## src/rtl/mm_pkg.sv

```systemverilog
// Shared types, constants and helpers for the mastermind feedback scorer.
package mm_pkg;

  localparam int COLOR_W    = 3;
  localparam int NUM_PEGS   = 4;
  localparam int NUM_COLORS = 8;

  // Default LFSR start value; must never be zero or the LFSR locks up.
  localparam logic [15:0] LFSR_SEED = 16'hACE1;

  typedef logic [COLOR_W-1:0] color_t;
  typedef color_t [NUM_PEGS-1:0] code_t;

  typedef enum logic [1:0] {
    S_IDLE    = 2'd0,
    S_EXACT   = 2'd1,
    S_PARTIAL = 2'd2,
    S_DONE    = 2'd3
  } state_t;

  // Smaller of two histogram entries: pegs of one colour that pair up.
  function automatic logic [2:0] min3(input logic [2:0] a, input logic [2:0] b);
    logic [2:0] m;
    if (a < b) begin
      m = a;
    end else begin
      m = b;
    end
    return m;
  endfunction

endpackage

```

## src/rtl/feedback_scorer_if.sv

```systemverilog
// Guess/score bundle between the guess-history stage and the feedback scorer.
interface feedback_scorer_if;
  import mm_pkg::*;

  logic        new_game;
  logic        score_start;
  color_t      guess3;
  color_t      guess2;
  color_t      guess1;
  color_t      guess0;
  logic        last_turn;
  logic        dbg_load;
  logic [11:0] dbg_secret;

  logic [2:0]  exact_count;
  logic [2:0]  partial_count;
  logic        score_valid;
  logic        busy;
  logic        win;
  logic        lose;
  color_t      reveal3;
  color_t      reveal2;
  color_t      reveal1;
  color_t      reveal0;

  // Upstream side: issues guesses and game control, receives feedback.
  modport master (
    output new_game, score_start, guess3, guess2, guess1, guess0, last_turn,
           dbg_load, dbg_secret,
    input  exact_count, partial_count, score_valid, busy, win, lose,
           reveal3, reveal2, reveal1, reveal0
  );

  // Scorer side.
  modport slave (
    input  new_game, score_start, guess3, guess2, guess1, guess0, last_turn,
           dbg_load, dbg_secret,
    output exact_count, partial_count, score_valid, busy, win, lose,
           reveal3, reveal2, reveal1, reveal0
  );

endinterface

```

## src/rtl/lfsr16.sv

```systemverilog
// Free-running 16-bit Fibonacci LFSR, taps 16,14,13,11 (right-shifting form).
module lfsr16
  import mm_pkg::*;
#(
  parameter logic [15:0] SEED = mm_pkg::LFSR_SEED
) (
  input  logic        clk,
  input  logic        reset,
  output logic [15:0] q
);

  logic [15:0] r_q;
  logic        w_fb;

  assign w_fb = r_q[0] ^ r_q[2] ^ r_q[3] ^ r_q[5];
  assign q    = r_q;

  // Advance one step per cycle; reload the seed on reset.
  always_ff @(posedge clk) begin
    if (reset) begin
      r_q <= SEED;
    end else begin
      r_q <= {w_fb, r_q[15:1]};
    end
  end

endmodule

```

## src/rtl/feedback_scorer.sv

```systemverilog
// Scores a committed guess against the hidden secret: exact pass over the
// four slots, then a partial pass over the eight colour histograms.
module feedback_scorer #(
  parameter logic [15:0] LFSR_SEED = mm_pkg::LFSR_SEED
) (
  input  logic                clk,
  input  logic                reset,
  feedback_scorer_if.slave    bus
);
  import mm_pkg::*;

  logic [15:0] w_lfsr;
  logic [3:0]  w_lfsr_unused;

  state_t      r_state;
  logic [2:0]  r_idx;
  code_t       r_guess;
  code_t       r_secret;
  logic        r_last;
  logic [2:0]  r_exact;
  logic [2:0]  r_partial;
  logic [2:0]  r_ghist [NUM_COLORS];
  logic [2:0]  r_shist [NUM_COLORS];

  logic [2:0]  r_exact_out;
  logic [2:0]  r_partial_out;
  logic        r_valid;
  logic        r_busy;
  logic        r_win;
  logic        r_lose;
  code_t       r_reveal;

  color_t      w_g_col;
  color_t      w_s_col;
  logic        w_start_ok;
  code_t       w_secret_nxt;
  logic        w_win_nxt;
  logic        w_lose_nxt;

  lfsr16 #(.SEED(LFSR_SEED)) u_lfsr (
    .clk   (clk),
    .reset (reset),
    .q     (w_lfsr)
  );

  // Only the low 12 bits form a secret; the rest just keeps the sequence long.
  assign w_lfsr_unused = w_lfsr[15:12];

  assign bus.exact_count   = r_exact_out;
  assign bus.partial_count = r_partial_out;
  assign bus.score_valid   = r_valid;
  assign bus.busy          = r_busy;
  assign bus.win           = r_win;
  assign bus.lose          = r_lose;
  assign bus.reveal3       = r_reveal[3];
  assign bus.reveal2       = r_reveal[2];
  assign bus.reveal1       = r_reveal[1];
  assign bus.reveal0       = r_reveal[0];

  // Next secret / flag values, shared by the flag registers and the reveal mask.
  always_comb begin
    w_g_col      = r_guess[r_idx[1:0]];
    w_s_col      = r_secret[r_idx[1:0]];
    // The busy term also blocks the single IDLE cycle right after DONE.
    w_start_ok   = bus.score_start && !r_win && !r_lose && !bus.new_game && !r_busy;
    w_secret_nxt = r_secret;
    w_win_nxt    = r_win;
    w_lose_nxt   = r_lose;
    if (bus.new_game) begin
      w_secret_nxt = code_t'(w_lfsr[11:0]);
      w_win_nxt    = 1'b0;
      w_lose_nxt   = 1'b0;
    end else begin
      if ((r_state == S_IDLE) && bus.dbg_load) begin
        w_secret_nxt = code_t'(bus.dbg_secret);
      end else begin
        w_secret_nxt = r_secret;
      end
      if (r_state == S_DONE) begin
        if (r_exact == 3'd4) begin
          w_win_nxt = 1'b1;
        end else if (r_last) begin
          w_lose_nxt = 1'b1;
        end else begin
          w_win_nxt  = r_win;
        end
      end else begin
        w_win_nxt = r_win;
      end
    end
  end

  // Scoring FSM with its histograms, counters and registered outputs.
  always_ff @(posedge clk) begin
    if (reset) begin
      r_state       <= S_IDLE;
      r_idx         <= 3'd0;
      r_guess       <= code_t'(12'd0);
      r_secret      <= code_t'(LFSR_SEED[11:0]);
      r_last        <= 1'b0;
      r_exact       <= 3'd0;
      r_partial     <= 3'd0;
      r_exact_out   <= 3'd0;
      r_partial_out <= 3'd0;
      r_valid       <= 1'b0;
      r_busy        <= 1'b0;
      r_win         <= 1'b0;
      r_lose        <= 1'b0;
      r_reveal      <= code_t'(12'd0);
      for (int i = 0; i < NUM_COLORS; i++) begin
        r_ghist[i] <= 3'd0;
        r_shist[i] <= 3'd0;
      end
    end else begin
      r_secret <= w_secret_nxt;
      r_win    <= w_win_nxt;
      r_lose   <= w_lose_nxt;
      r_reveal <= (w_win_nxt || w_lose_nxt) ? w_secret_nxt : code_t'(12'd0);
      if (bus.new_game) begin
        // Abort: the in-flight score is dropped and visible counts cleared.
        r_state       <= S_IDLE;
        r_idx         <= 3'd0;
        r_exact       <= 3'd0;
        r_partial     <= 3'd0;
        r_exact_out   <= 3'd0;
        r_partial_out <= 3'd0;
        r_valid       <= 1'b0;
        r_busy        <= 1'b0;
      end else begin
        r_valid <= 1'b0;
        r_busy  <= (r_state != S_IDLE);
        case (r_state)
          S_IDLE: begin
            if (w_start_ok) begin
              r_guess   <= {bus.guess3, bus.guess2, bus.guess1, bus.guess0};
              r_last    <= bus.last_turn;
              r_exact   <= 3'd0;
              r_partial <= 3'd0;
              r_idx     <= 3'd0;
              for (int i = 0; i < NUM_COLORS; i++) begin
                r_ghist[i] <= 3'd0;
                r_shist[i] <= 3'd0;
              end
              r_state   <= S_EXACT;
            end else begin
              r_state <= S_IDLE;
            end
          end
          S_EXACT: begin
            // Matched slots count as exact; unmatched pegs feed the histograms.
            if (w_g_col == w_s_col) begin
              r_exact <= r_exact + 3'd1;
            end else begin
              r_ghist[w_g_col] <= r_ghist[w_g_col] + 3'd1;
              r_shist[w_s_col] <= r_shist[w_s_col] + 3'd1;
            end
            if (r_idx == 3'd3) begin
              r_idx   <= 3'd0;
              r_state <= S_PARTIAL;
            end else begin
              r_idx   <= r_idx + 3'd1;
            end
          end
          S_PARTIAL: begin
            r_partial <= r_partial + min3(r_ghist[r_idx], r_shist[r_idx]);
            if (r_idx == 3'd7) begin
              r_idx   <= 3'd0;
              r_state <= S_DONE;
            end else begin
              r_idx   <= r_idx + 3'd1;
            end
          end
          S_DONE: begin
            r_valid       <= 1'b1;
            r_exact_out   <= r_exact;
            r_partial_out <= r_partial;
            r_state       <= S_IDLE;
          end
          default: begin
            r_state <= S_IDLE;
          end
        endcase
      end
    end
  end

endmodule

```

## src/flat_wrapper.sv

```systemverilog
// flat-port wrapper written by rule: the top's interface ports become plain ports
module feedback_scorer_flat import mm_pkg::*;
#(
  parameter logic [15:0] LFSR_SEED = mm_pkg::LFSR_SEED
)
  (clk, reset, bus_new_game, bus_score_start, bus_guess3, bus_guess2, bus_guess1, bus_guess0, bus_last_turn, bus_dbg_load, bus_dbg_secret, bus_exact_count, bus_partial_count, bus_score_valid, bus_busy, bus_win, bus_lose, bus_reveal3, bus_reveal2, bus_reveal1, bus_reveal0);
  feedback_scorer_if bus_i ();
  input  logic clk;
  input  logic reset;
  input wire logic [$bits(bus_i.new_game)-1:0] bus_new_game;
  input wire logic [$bits(bus_i.score_start)-1:0] bus_score_start;
  input wire logic [$bits(bus_i.guess3)-1:0] bus_guess3;
  input wire logic [$bits(bus_i.guess2)-1:0] bus_guess2;
  input wire logic [$bits(bus_i.guess1)-1:0] bus_guess1;
  input wire logic [$bits(bus_i.guess0)-1:0] bus_guess0;
  input wire logic [$bits(bus_i.last_turn)-1:0] bus_last_turn;
  input wire logic [$bits(bus_i.dbg_load)-1:0] bus_dbg_load;
  input wire logic [$bits(bus_i.dbg_secret)-1:0] bus_dbg_secret;
  output wire logic [$bits(bus_i.exact_count)-1:0] bus_exact_count;
  output wire logic [$bits(bus_i.partial_count)-1:0] bus_partial_count;
  output wire logic [$bits(bus_i.score_valid)-1:0] bus_score_valid;
  output wire logic [$bits(bus_i.busy)-1:0] bus_busy;
  output wire logic [$bits(bus_i.win)-1:0] bus_win;
  output wire logic [$bits(bus_i.lose)-1:0] bus_lose;
  output wire logic [$bits(bus_i.reveal3)-1:0] bus_reveal3;
  output wire logic [$bits(bus_i.reveal2)-1:0] bus_reveal2;
  output wire logic [$bits(bus_i.reveal1)-1:0] bus_reveal1;
  output wire logic [$bits(bus_i.reveal0)-1:0] bus_reveal0;
  assign bus_i.new_game = bus_new_game;
  assign bus_i.score_start = bus_score_start;
  assign bus_i.guess3 = bus_guess3;
  assign bus_i.guess2 = bus_guess2;
  assign bus_i.guess1 = bus_guess1;
  assign bus_i.guess0 = bus_guess0;
  assign bus_i.last_turn = bus_last_turn;
  assign bus_i.dbg_load = bus_dbg_load;
  assign bus_i.dbg_secret = bus_dbg_secret;
  assign bus_exact_count = bus_i.exact_count;
  assign bus_partial_count = bus_i.partial_count;
  assign bus_score_valid = bus_i.score_valid;
  assign bus_busy = bus_i.busy;
  assign bus_win = bus_i.win;
  assign bus_lose = bus_i.lose;
  assign bus_reveal3 = bus_i.reveal3;
  assign bus_reveal2 = bus_i.reveal2;
  assign bus_reveal1 = bus_i.reveal1;
  assign bus_reveal0 = bus_i.reveal0;
  feedback_scorer #(.LFSR_SEED(LFSR_SEED)) u_core (.clk(clk), .reset(reset), .bus(bus_i));
endmodule
```

## config.mk

```make
export PLATFORM = sky130hd
export DESIGN_NAME = feedback_scorer_flat
export DESIGN_NICKNAME = d
export VERILOG_FILES = /design/src/rtl/mm_pkg.sv /design/src/rtl/feedback_scorer_if.sv /design/src/rtl/lfsr16.sv /design/src/rtl/feedback_scorer.sv /design/src/flat_wrapper.sv
export SDC_FILE = /design/constraint.sdc
export NUM_CORES = 1
export LEC_CHECK = 0
export CAP_MARGIN = 30
export CORE_UTILIZATION = 35
export CTS_BUF_LIST = sky130_fd_sc_hd__clkbuf_2
export DETAILED_ROUTE_END_ITERATION = 10
export DONT_BUFFER_PORTS = 1
export SETUP_SLACK_MARGIN = 0.2
export SYNTH_ARGS = -nofsm -noshare
export SYNTH_HDL_FRONTEND = slang
export SYNTH_SLANG_ARGS = --single-unit
export TNS_END_PERCENT = 1
```

## constraint.sdc

```tcl
create_clock -name clk -period 8.99 [get_ports clk]
set_input_delay 1.798 -clock clk [delete_from_list [all_inputs] [get_ports clk]]
set_output_delay 1.798 -clock clk [all_outputs]
set_load 0.01 [all_outputs]
```

* Word level (Yosys, flattened, before mapping)
Memory sizes are Yosys's and may differ from the RTL's. A register that Yosys moved wholly into a read port is not among the register bits. Cells that the tools add are included. Widths: inputs -> output; s select.
Word-level totals: register bits after elaboration 74, memory bits (writable) 48, input port bits 30, word-level logic and storage cells 156, memories kept 2
Memories:
- u_core.r_ghist | words 8, width 3, rd ports 2, clocked after Yosys merged registers in 1, wr ports 8, RTL line feedback_scorer.sv:22 | logic [2:0] r_ghist [NUM_COLORS];
- u_core.r_shist | words 8, width 3, rd ports 2, clocked after Yosys merged registers in 1, wr ports 8, RTL line feedback_scorer.sv:23 | logic [2:0] r_shist [NUM_COLORS];
Operators by class: $add $sub $neg 5, magnitude comparators 2, equal/unequal tests 11, multiplexer cells 67, bitwise operators 21, reduce and logical (&&, ||, !) cells 24
Operators with widths (count):
- $mux 3 | 34
- $mux 12 | 2
- $mux 1 | 23
- $or 1x1->1 | 16
- $add 3x1->3 const B | 4
- $bmux 3 s2 | 2
- $pmux 3 s2 | 2
- $pmux 3 s3 | 1
- $ne 2x1->1 const B | 4
- $pmux 2 s4 | 1
- $eq 3x3->1 const B | 2
- $reduce_and 2->1 | 3
- $reduce_and 3->1 | 2
- $reduce_bool 2->1 | 3
- $reduce_or 3->1 | 2
- $logic_and 1x1->1 | 5
- $eq 2x2->1 const B | 2
- $logic_not 1->1 | 4
- $mux 2 | 2
- $reduce_or 2->1 | 2
- $add 3x3->3 | 1
- $eq 3x2->1 const B | 1
- $eq 3x3->1 | 1
- $lt 2x3->1 const B | 1
- other kinds (7) | 10

* Longest topological paths before layout
depth in word-level cells 12, depth in mapped cells 13, gate-level depth less buffers 12

* Cells and area by module
A second synthesis with hierarchy kept.
Second synthesis, totals: cells, all modules 573, area total of the unflattened synthesis 6019.5 um^2
By module, submodules not included:
- feedback_scorer | times used 1, cells each 537, area an instance 5561.6 um^2
- lfsr16 | times used 1, cells each 36, area an instance 457.9 um^2

* Worst setup path after synthesis
Ideal clock, no wire load.
path kind input port to flip-flop, start point input bus_new_game, end point memory u_core.r_shist[0][0], enable pin, library setup time 0.344 ns, arrival 3.454 ns, slack 5.191 ns, cell stages on the path 6, cell sequence clkbuf_1 or2_2 clkbuf_1 a311oi_2 nand2_1 o21ai_0
RTL lines:
- start: declaration | RTL line flat_wrapper.sv:10 | input wire logic [$bits(bus_i.new_game)-1:0] bus_new_game;
- end: declaration | RTL line feedback_scorer.sv:23

==> results.toml <==
[min_path]
hold_start = "u_core.u_lfsr.q[14]"
min_path_cells = 1
hold_path_end = "u_core.u_lfsr.q[13]"
min_path_type = "reg -> reg"

[run_status]
status = "complete, no violations"

[clock_network]
cts_sinks = 125
htree_levels = 4
clock_latency_ns = 0.71
postCtsResizedCells = 0
cts_setup_buffers = 0
clockBufferDepth = 2
ctsRootBufferMaster = "clkbuf_2"
clk_pin_slew_ns = 0.18
cts_hold_buf = 0
cts_tree = "done"
numCtsBuffers = 17

[logic_synthesis]
synth_mux_area_share_pct = 14.52
synth-seq-area-share_pct = 50.23
synth_edf_count = 48
syn_area_um2 = 5938
synth_xor_area_share_pct = 1.622
ys_ff_latch = 125
synth_fp_nets = 606
synthFlopType = "dfxtp_1"
yosysUniqueCellTypes = 57
async_reset_ff_share_pct = 0
synth_top_family_by_area = "simple AND/OR/NAND/NOR gates"
yosysWarningCount = 0
netlist_instances = 560
synth-simple-area-share_pct = 17.09
synth_area_per_cell_um2 = 10.60
synth_compound_area_share_pct = 8.723
synth_fa_ha_area_share_pct = 3.498

[global_routing]
grt_pass1_wl_mm = 22.18
grt_pass1_vias = 4273
gr-total-overflow = 0
grt_use_total_pct = 16.41
grt_max_degree = 45
grt_antenna_before_repair = 0

[timing]
finalSetupViolations = 0
rsz0062_at_grt = "false"
fin_crit_sh_pct = 42.49
max_freq_ghz = 0.2618
hold_viol = 0
postLayoutSetupSlackWorst_ns = 5.171
worst_pin_slew_ns = 0.9153
skew_ns = 0.05003
slew_headroom_pct = 38.76
slew_violations = 0
period_needed_ns = 3.819
finalSetupTns_ns = 0

[drt]
dr_wl_met2_mm = 6.803
dr_total_vias = 4156
drt_pass1_iterations = 5
routed.top_layer = "met4"
avgViaCountPerCell = 5.363
wire_per_inst_um = 17.57
drt_iter0_markers = 408
drt-met1-wl_mm = 5.816
wirelength_mm = 13.61
ant_nets = 0
dr_wl_met3_um = 690
remaining_drc_errors = 0

[place]
routabilityCongestion = 0.8466
dpl.hpwl_mm = 9.787
dpl_worst_slack_ns = 4.882
portBuffers = 0

[power]
comb_power_share_pct = 10.1
leakagePower_nw = 2.249
intPower_w = 0.0007803
switching_share_pct = 27.00
p_sw_w = 0.0002886
pwr-share-seq_pct = 58.6
power_density_nw_per_um2 = 170.9
ir_drop_uv = 79.07
clkPwrFrac_pct = 31.3

[finish]
nets = 588
areaGrowthSynthToFinish_pct = 5.310
diodes = 0
drive_above_1_share_pct = 13.87

[worst_setup_path]
r2r_end = "u_core.r_ghist[0][2]"
critPathMaxFanout = 15
critPathLaunchType = "flip-flop"
r2r-start = "u_core.r_idx[0]"
r2r_slack_ns = 5.17
crit_arrival_ns = 4.22
cp.required_ns = 9.39
critPathKind = "reg -> reg"
endpoint_kind = "flip-flop"
startpoint = "u_core.r_idx[0]"
r2r_cells = 7

[floorplan]
initial_core_util_pct = 35.81
io_pins = 52
rows = 47
die_x_um = 132.3
core-area_um2 = 16580
die_h_um = 132.3
dieArea_um2 = 17490

[run]
cap_violations = 0
==> sequential cells by signal, summed over array words and instances (netlist names), 2 cells and up, named ones only <==
signal and cells:
u_core.r_state 2, u_core.r_guess 12, u_core.u_lfsr.q 16, u_core.r_ghist 24, u_core.bus.reveal0 3, u_core.r_exact 3
u_core.r_secret 12, u_core.bus.partial_count 3, u_core.r_shist 24, u_core.bus.reveal3 3, u_core.bus.reveal1 3, u_core.bus.exact_count 3
u_core.bus.reveal2 3, u_core.r_idx 3, u_core.r_partial 3
==> per-stage QoR <==
step	area (µm²)	utilization [%]	hold WS, ns	power, W	cells
2_1_floorplan	5938	-	0.3895	0.0007222	560
3_3_place_gp	6021	36.31	0.4037	0.0007412	742
3_5_place_dp	6032	36.37	0.4011	0.0007447	743
4_1_cts	6254	37.71	0.4232	0.001080	775
5_1_grt	6254	37.71	0.4384	0.001120	775
6_report	6254	37.71	0.4187	0.001069	775
==> logic make-up after synthesis <==
group                    after synthesis
multiplexers                          60
AO/OA/AOI/OAI                         83
buffers and inverters                 54
XOR/XNOR                              11
AND/OR/NAND/NOR                      211
adder cells (fa/ha/maj)               16
flip-flops                           125
==> routing by layer <==
metal | vias to the layer above | track usage, %
li1 | 1956 | -
met5 | - | 0
met3 | 27 | 3.614
met4 | 0 | 7.407
met1 | 2035 | 20.09
met2 | 138 | 27.66
==> critical path: stages, from the launching register on <==
cell and delay [ns]:
dfxtp_1 0.71, mux4_2 0.75, and2_4 0.25, a22o_1 0.24, a221o_1 0.52, ha_1 0.28, xor2_1 0.69, nor2_1 0.09
==> cell usage in the layout, fill, tap and decap left out, types with 4 or more instances in the layout <==
| cell | count |
|---|---|
| xnor2_1 | 6 |
| and2_1 | 5 |
| or2_2 | 9 |
| xor2_1 | 5 |
| mux4_2 | 20 |
| nand3_1 | 20 |
| nand2_1 | 37 |
| a21oi_1 | 31 |
| o21ai_0 | 17 |
| nand3b_1 | 4 |
| nor3_1 | 11 |
| clkbuf_2 | 19 |
| mux2i_1 | 34 |
| dfxtp_1 | 77 |
| mux2_2 | 5 |
| nand2b_1 | 12 |
| edfxtp_1 | 48 |
| clkinv_2 | 6 |
| nor2b_1 | 10 |
| o22ai_1 | 5 |
| nor2_1 | 86 |
| inv_1 | 15 |
| ha_1 | 15 |
| a32oi_1 | 5 |
==> worst max-delay path by stage <==
stage                           end  slack, ns  cells past startpoint
2_1_floorplan  u_core.r_shist[0][0]       5.19                      6
3_3_place_gp   u_core.r_shist[5][0]       4.70                      5
3_5_place_dp   u_core.r_shist[5][2]       4.88                      4
4_1_cts        u_core.r_ghist[0][2]       5.20                      7
5_1_grt         u_core.r_partial[2]       5.02                     12
6_report       u_core.r_ghist[0][2]       5.17                      7
==> layout make-up <==
type,instances,area (µm²)
clock buffers,19,95.09
flip-flops and latches,125,2983
multi-input cells,381,2699
fillers,1640,10330
clock inverters,13,126.4
well taps,220,275.3
repair buffers,2,18.77
inverters,15,56.30
==> power groups by stage <==
stage	Sequential [W]	Combinational, W	Clock [W]
final	0.000626	0.000108	0.000335
after global placement	0.000638	0.000104	0
after CTS	0.000626	0.000107	0.000347
after detailed placement	0.000638	0.000106	0
after global routing	0.000629	0.000119	0.000372
after floorplan	0.000631	0.0000913	0
==> synth_stat cells (6+ instances only) <==
cell	count	area [µm²]
edfxtp_1	48	1441
dfxtp_1	77	1541
nor2_1	86	322.8
a21oi_1	31	155.2
clkbuf_1	23	86.33
o21ai_0	17	85.08
buf_2	7	35.03
nand2b_1	12	75.07
nor2b_1	10	62.56
nor3_1	11	55.05
ha_1	15	187.7
xnor2_1	6	52.55
mux2i_1	34	340.3
or2_2	9	56.30
nand2_1	37	138.9
mux4_2	20	450.4
inv_1	15	56.30
nand3_1	20	100.1
No activity file was read; power rests on OpenSTA's default activity.
==> patch 1, RTL diff (same settings) <==
Re-encode `state_t` (4 states) as one-hot, 4 bits wide.
--- a/src/rtl/mm_pkg.sv
+++ b/src/rtl/mm_pkg.sv
@@ -12,9 +12,9 @@
   typedef color_t [NUM_PEGS-1:0] code_t;
 
-  typedef enum logic [1:0] {
-    S_IDLE    = 2'd0,
-    S_EXACT   = 2'd1,
-    S_PARTIAL = 2'd2,
-    S_DONE    = 2'd3
+  typedef enum logic [3:0] {
+    S_IDLE    = 4'b0001,
+    S_EXACT   = 4'b0010,
+    S_PARTIAL = 4'b0100,
+    S_DONE    = 4'b1000
   } state_t;
 
Function: no difference found for any inputs over 10 cycles, from zero or initial values and one cycle with reset high; not proved beyond that.
==> patch 1 against the unedited design <==
Synthesized area grew 0.25%. Design area is 0.72% higher. First-iteration DRC count up 1.2%. Wire length is 3.1% higher. Sequential cell count up 2. Worst setup slack got worse by 0.34 ns. Power shrank 0.46%.
==> patch 1: results (changes against the unedited design) <==
stage;metric;value;unit;change
place;gp_congestion;0.903;;+6.7%
detailed_routing;firstDrtPassIters;7;;+2
timing;skew;0.0351;ns;-0.0149 ns
detailed_routing;vias;4330;;+4.2%
synth;ys_top_cells_by_area;dfxtp_1, edfxtp_1, mux4_2;;
run_status;outcome;finished clean;;
setup_path;critPathArrivalTime;4.83;ns;+0.61 ns
global_route;antenna_found_initial;1;;+1
synth;syn_nets;624;;+3.0%
global_route;grt_first_pass_wirelength;22.5;mm;+1.7%
clocking;clock_latency;0.73;ns;+0.02 ns
global_route;grt_pass1_vias;4255;;-0.42%
pwr;p_comb;102;uW;-6%
pwr;clkPwrFrac;0.306;;-0.007
detailed_routing;wl_met3;734;um;+6.4%
synth;synth.distinct_cells;52;;-8.8%
global_route;groute.usage.overall;0.167;;+0.00336
cells_and_area;fillers;1630;;-0.61%
synth;yosys-mux-area-fraction;0.135;;-0.0107
detailed_routing;drt_iter0_drc;413;;+1.2%
pwr;leakagePower;2.19;nW;-2.7%
detailed_routing;wl_met2;6.87;mm;+1.0%
synth;synth_compound_area_frac;0.0677;;-0.0196
synth;ys_seq_area_frac;0.508;;+0.00546
detailed_routing;wl_per_cell;17.6;um;about the same
clocking;clkTransAtPathRegs;0.22;ns;+0.04 ns
## patch 1: cell types whose count changed after synthesis, sizes merged, moves of 5 or more
cell   unedited run  this run
nand2            39        48
nor2             86       101
a32oi             5         0
inv              15         7
## patch 1: metal layers
metal	global-route usage	vias up
met4	0.0677	0
met5	0	-
li1	-	2037
met1	0.210	2119
met2	0.276	146
met3	0.0410	28
## patch 1: final cells by class
class	instances	share of cell area
well taps	220	0.0437
diodes	1	0.000397
multi-input cells	408	0.433
clock buffers	17	0.0135
repair buffers	5	0.00596
inverters	7	0.00417
clock inverters	14	0.0197
flip-flops and latches	127	0.480
## patch 1: worst paths after layout
kind / from / endpoint / slack [ns] / depth (start not counted)
min reg2reg: u_core.u_lfsr.q[13] / u_core.u_lfsr.q[12] / 0.46 / 1
max reg2reg: flop / u_core.r_partial[2] / 4.83 / 12
min: u_core.u_lfsr.q[13] / u_core.u_lfsr.q[12] / 0.46 / 1
max: flop / u_core.r_partial[2] / 4.83 / 12
## patch 1: per-stage QoR
step	setup slack (ns)	instances	area (sq um)
floorplan	5.27	582	5950
global placement	4.96	766	6080
detailed placement	4.88	767	6090
CTS	4.83	798	6300
global route	4.49	799	6300
finish	4.83	799	6300
## patch 1: worst max-delay path, cell delays in order (launching register included)
cell and delay (ns):
dfxtp_1 0.86, mux4_2 0.59, mux2i_1 0.24, inv_1 0.07
ha_1 0.34, a21oi_1 0.32, o21ai_0 0.14, ha_1 0.23
fa_1 0.44, or3_1 0.39, nand3_1 0.10, mux2_2 0.33
nor2_1 0.07
## patch 1: kinds of logic (layout without fill, tap and decap cells)
family	after synthesis	count (layout)
flops	127	127
compound gates	69	69
other cells	0	1
buf+inv	47	43
fa+ha+maj	12	12
xor+xnor	11	11
mux	57	57
simple gates	259	259
==> patch 2, RTL diff (same settings) <==
Made on the original files. Set the package constant `NUM_COLORS` to 32 (it was 8).
--- a/src/rtl/mm_pkg.sv
+++ b/src/rtl/mm_pkg.sv
@@ -4,5 +4,5 @@
   localparam int COLOR_W    = 3;
   localparam int NUM_PEGS   = 4;
-  localparam int NUM_COLORS = 8;
+  localparam int NUM_COLORS = 32;
 
   // Default LFSR start value; must never be zero or the LFSR locks up.
Function: no difference found for any inputs over 10 cycles, from zero or initial values and one cycle with reset high; that may be too few to reach the edited logic, so the function may still have changed.
==> patch 2 against the unedited design <==
Wire length up 0.98%. Synthesized area is 0.46% higher. Design area up 1.1%. Sequential cell count unchanged. Critical endpoint is now u_core.r_partial[2]. Worst setup slack worse by 0.13 ns. Largest power group unchanged. Critical path type unchanged. Synthesized cell count is 2.9% lower. Power hardly changed. First-iteration DRC count decreased by 36%.
==> patch 2: results (changes against the unedited design) <==
stage;metric;value;unit;change
setup_path;path_delay_family;multiplexers;;
global_route;grt_first_pass_wirelength;22.2;mm;about the same
timing;skew;0.0453;ns;-0.00471 ns
global_route;groute.usage.overall;0.165;;+0.00113
min_path;hp-start;u_core.u_lfsr.q[15];;
cells_and_area;drive_gt1_frac;0.147;;+0.00805
synth;yosys-top-cells-count;nor2_1, dfxtp_1, edfxtp_1;;
cells_and_area;layout.nets;578;;-1.7%
pwr;leakagePower;2.29;nW;+1.6%
setup_path;cpPeakStageDelay;0.85;ns;+0.10 ns
global_route;antenna_found_initial;2;;+2
place;gp_congestion;0.826;;-2.5%
detailed_routing;wirelength;13.7;mm;+0.98%
setup_path;ff2ff_setup_slack;5.04;ns;-0.13 ns
synth;ys_top_cells_by_area;dfxtp_1, edfxtp_1, mux4_2;;
detailed_routing;wl_per_cell;17.9;um;+2.0%
synth;synth.distinct_cells;51;;-11%
synth;synthCells;544;;-2.9%
run_status;outcome;finished clean;;
synth;syn_nets;590;;-2.6%
timing;slew_headroom;0.332;;-0.0554
place;dp_cells;733;;-1.3%
setup_path;cpMaxStageDelayCell;dfxtp_1;;
detailed_routing;drt_iter0_drc;261;;-36%
setup_path;critPathArrivalTime;4.55;ns;+0.33 ns
-- patch 2: final cells by class --
| type | count | area, sq um |
|---|---|---|
| Antenna cell | 2 | 5.00 |
| Tap cell | 220 | 275 |
| Timing Repair Buffer | 1 | 11.3 |
| Inverter | 16 | 60.1 |
| Multi-Input combinational cell | 371 | 2770 |
| Clock inverter | 12 | 121 |
| Clock buffer | 20 | 100 |
| Sequential cell | 125 | 2980 |
| Fill cell | 1633 | 10300 |
-- patch 2: metrics by stage --
step           area [sq um]  power (mW)  setup WS, ns  hold WS [ns]   util
6_report               6320        1.07          5.04         0.447  0.381
5_1_grt                6320        1.12          4.80         0.457  0.381
4_1_cts                6320        1.08          5.01         0.447  0.381
3_5_place_dp           6100       0.744          4.85         0.399  0.368
3_3_place_gp           6090       0.740          4.81         0.421  0.367
2_1_floorplan          5970       0.720          5.51         0.389      -
-- patch 2: cell families (layout without fill, tap and decap cells) --
| family | Yosys count | count (layout) | synth area share |
|---|---|---|---|
| DFF | 125 | 125 | 0.500 |
| muxes | 66 | 66 | 0.174 |
| xor gates and xnor gates | 10 | 10 | 0.0222 |
| and+or+nand+nor | 219 | 219 | 0.172 |
| buffers and inverters | 48 | 49 | 0.0361 |
| AOI/OAI and AO/OA | 60 | 60 | 0.0610 |
| other | 0 | 2 | 0 |
| adders and majority gates | 16 | 16 | 0.0348 |
-- patch 2: worst reg2reg max path: stages (launching register included) --
cell and delay (ns):
dfxtp_1 0.85, mux4_2 0.59, mux2i_1 0.26, inv_1 0.08
ha_1 0.36, nor3_1 0.08, a21oi_1 0.15, nand3_1 0.12
ha_1 0.21, fa_1 0.41, nand2b_1 0.16, mux2_2 0.28
a21o_1 0.18, a31oi_1 0.16
-- patch 2: power breakdown --
part | switching [mW] | internal [mW] | total (mW)
Clock | 0.208 | 0.129 | 0.337
Combinational | 0.0625 | 0.0443 | 0.107
Sequential | 0.0143 | 0.612 | 0.626
Total | 0.285 | 0.784 | 1.07
-- patch 2: worst paths after layout --
path / depth (start not counted) / to
setup / recovery: 13 / u_core.r_partial[2]
hold / removal: 1 / u_core.u_lfsr.q[14]
setup reg to reg: 13 / u_core.r_partial[2]
hold reg to reg: 1 / u_core.u_lfsr.q[14]
-- patch 2: per-layer routing --
layer	vias to the layer above	wire, um	GRT usage
met5	-	0	0
met4	0	203	0.0766
met3	21	853	0.0536
met2	140	7030	0.281
met1	2006	5660	0.188
li1	1921	-	-
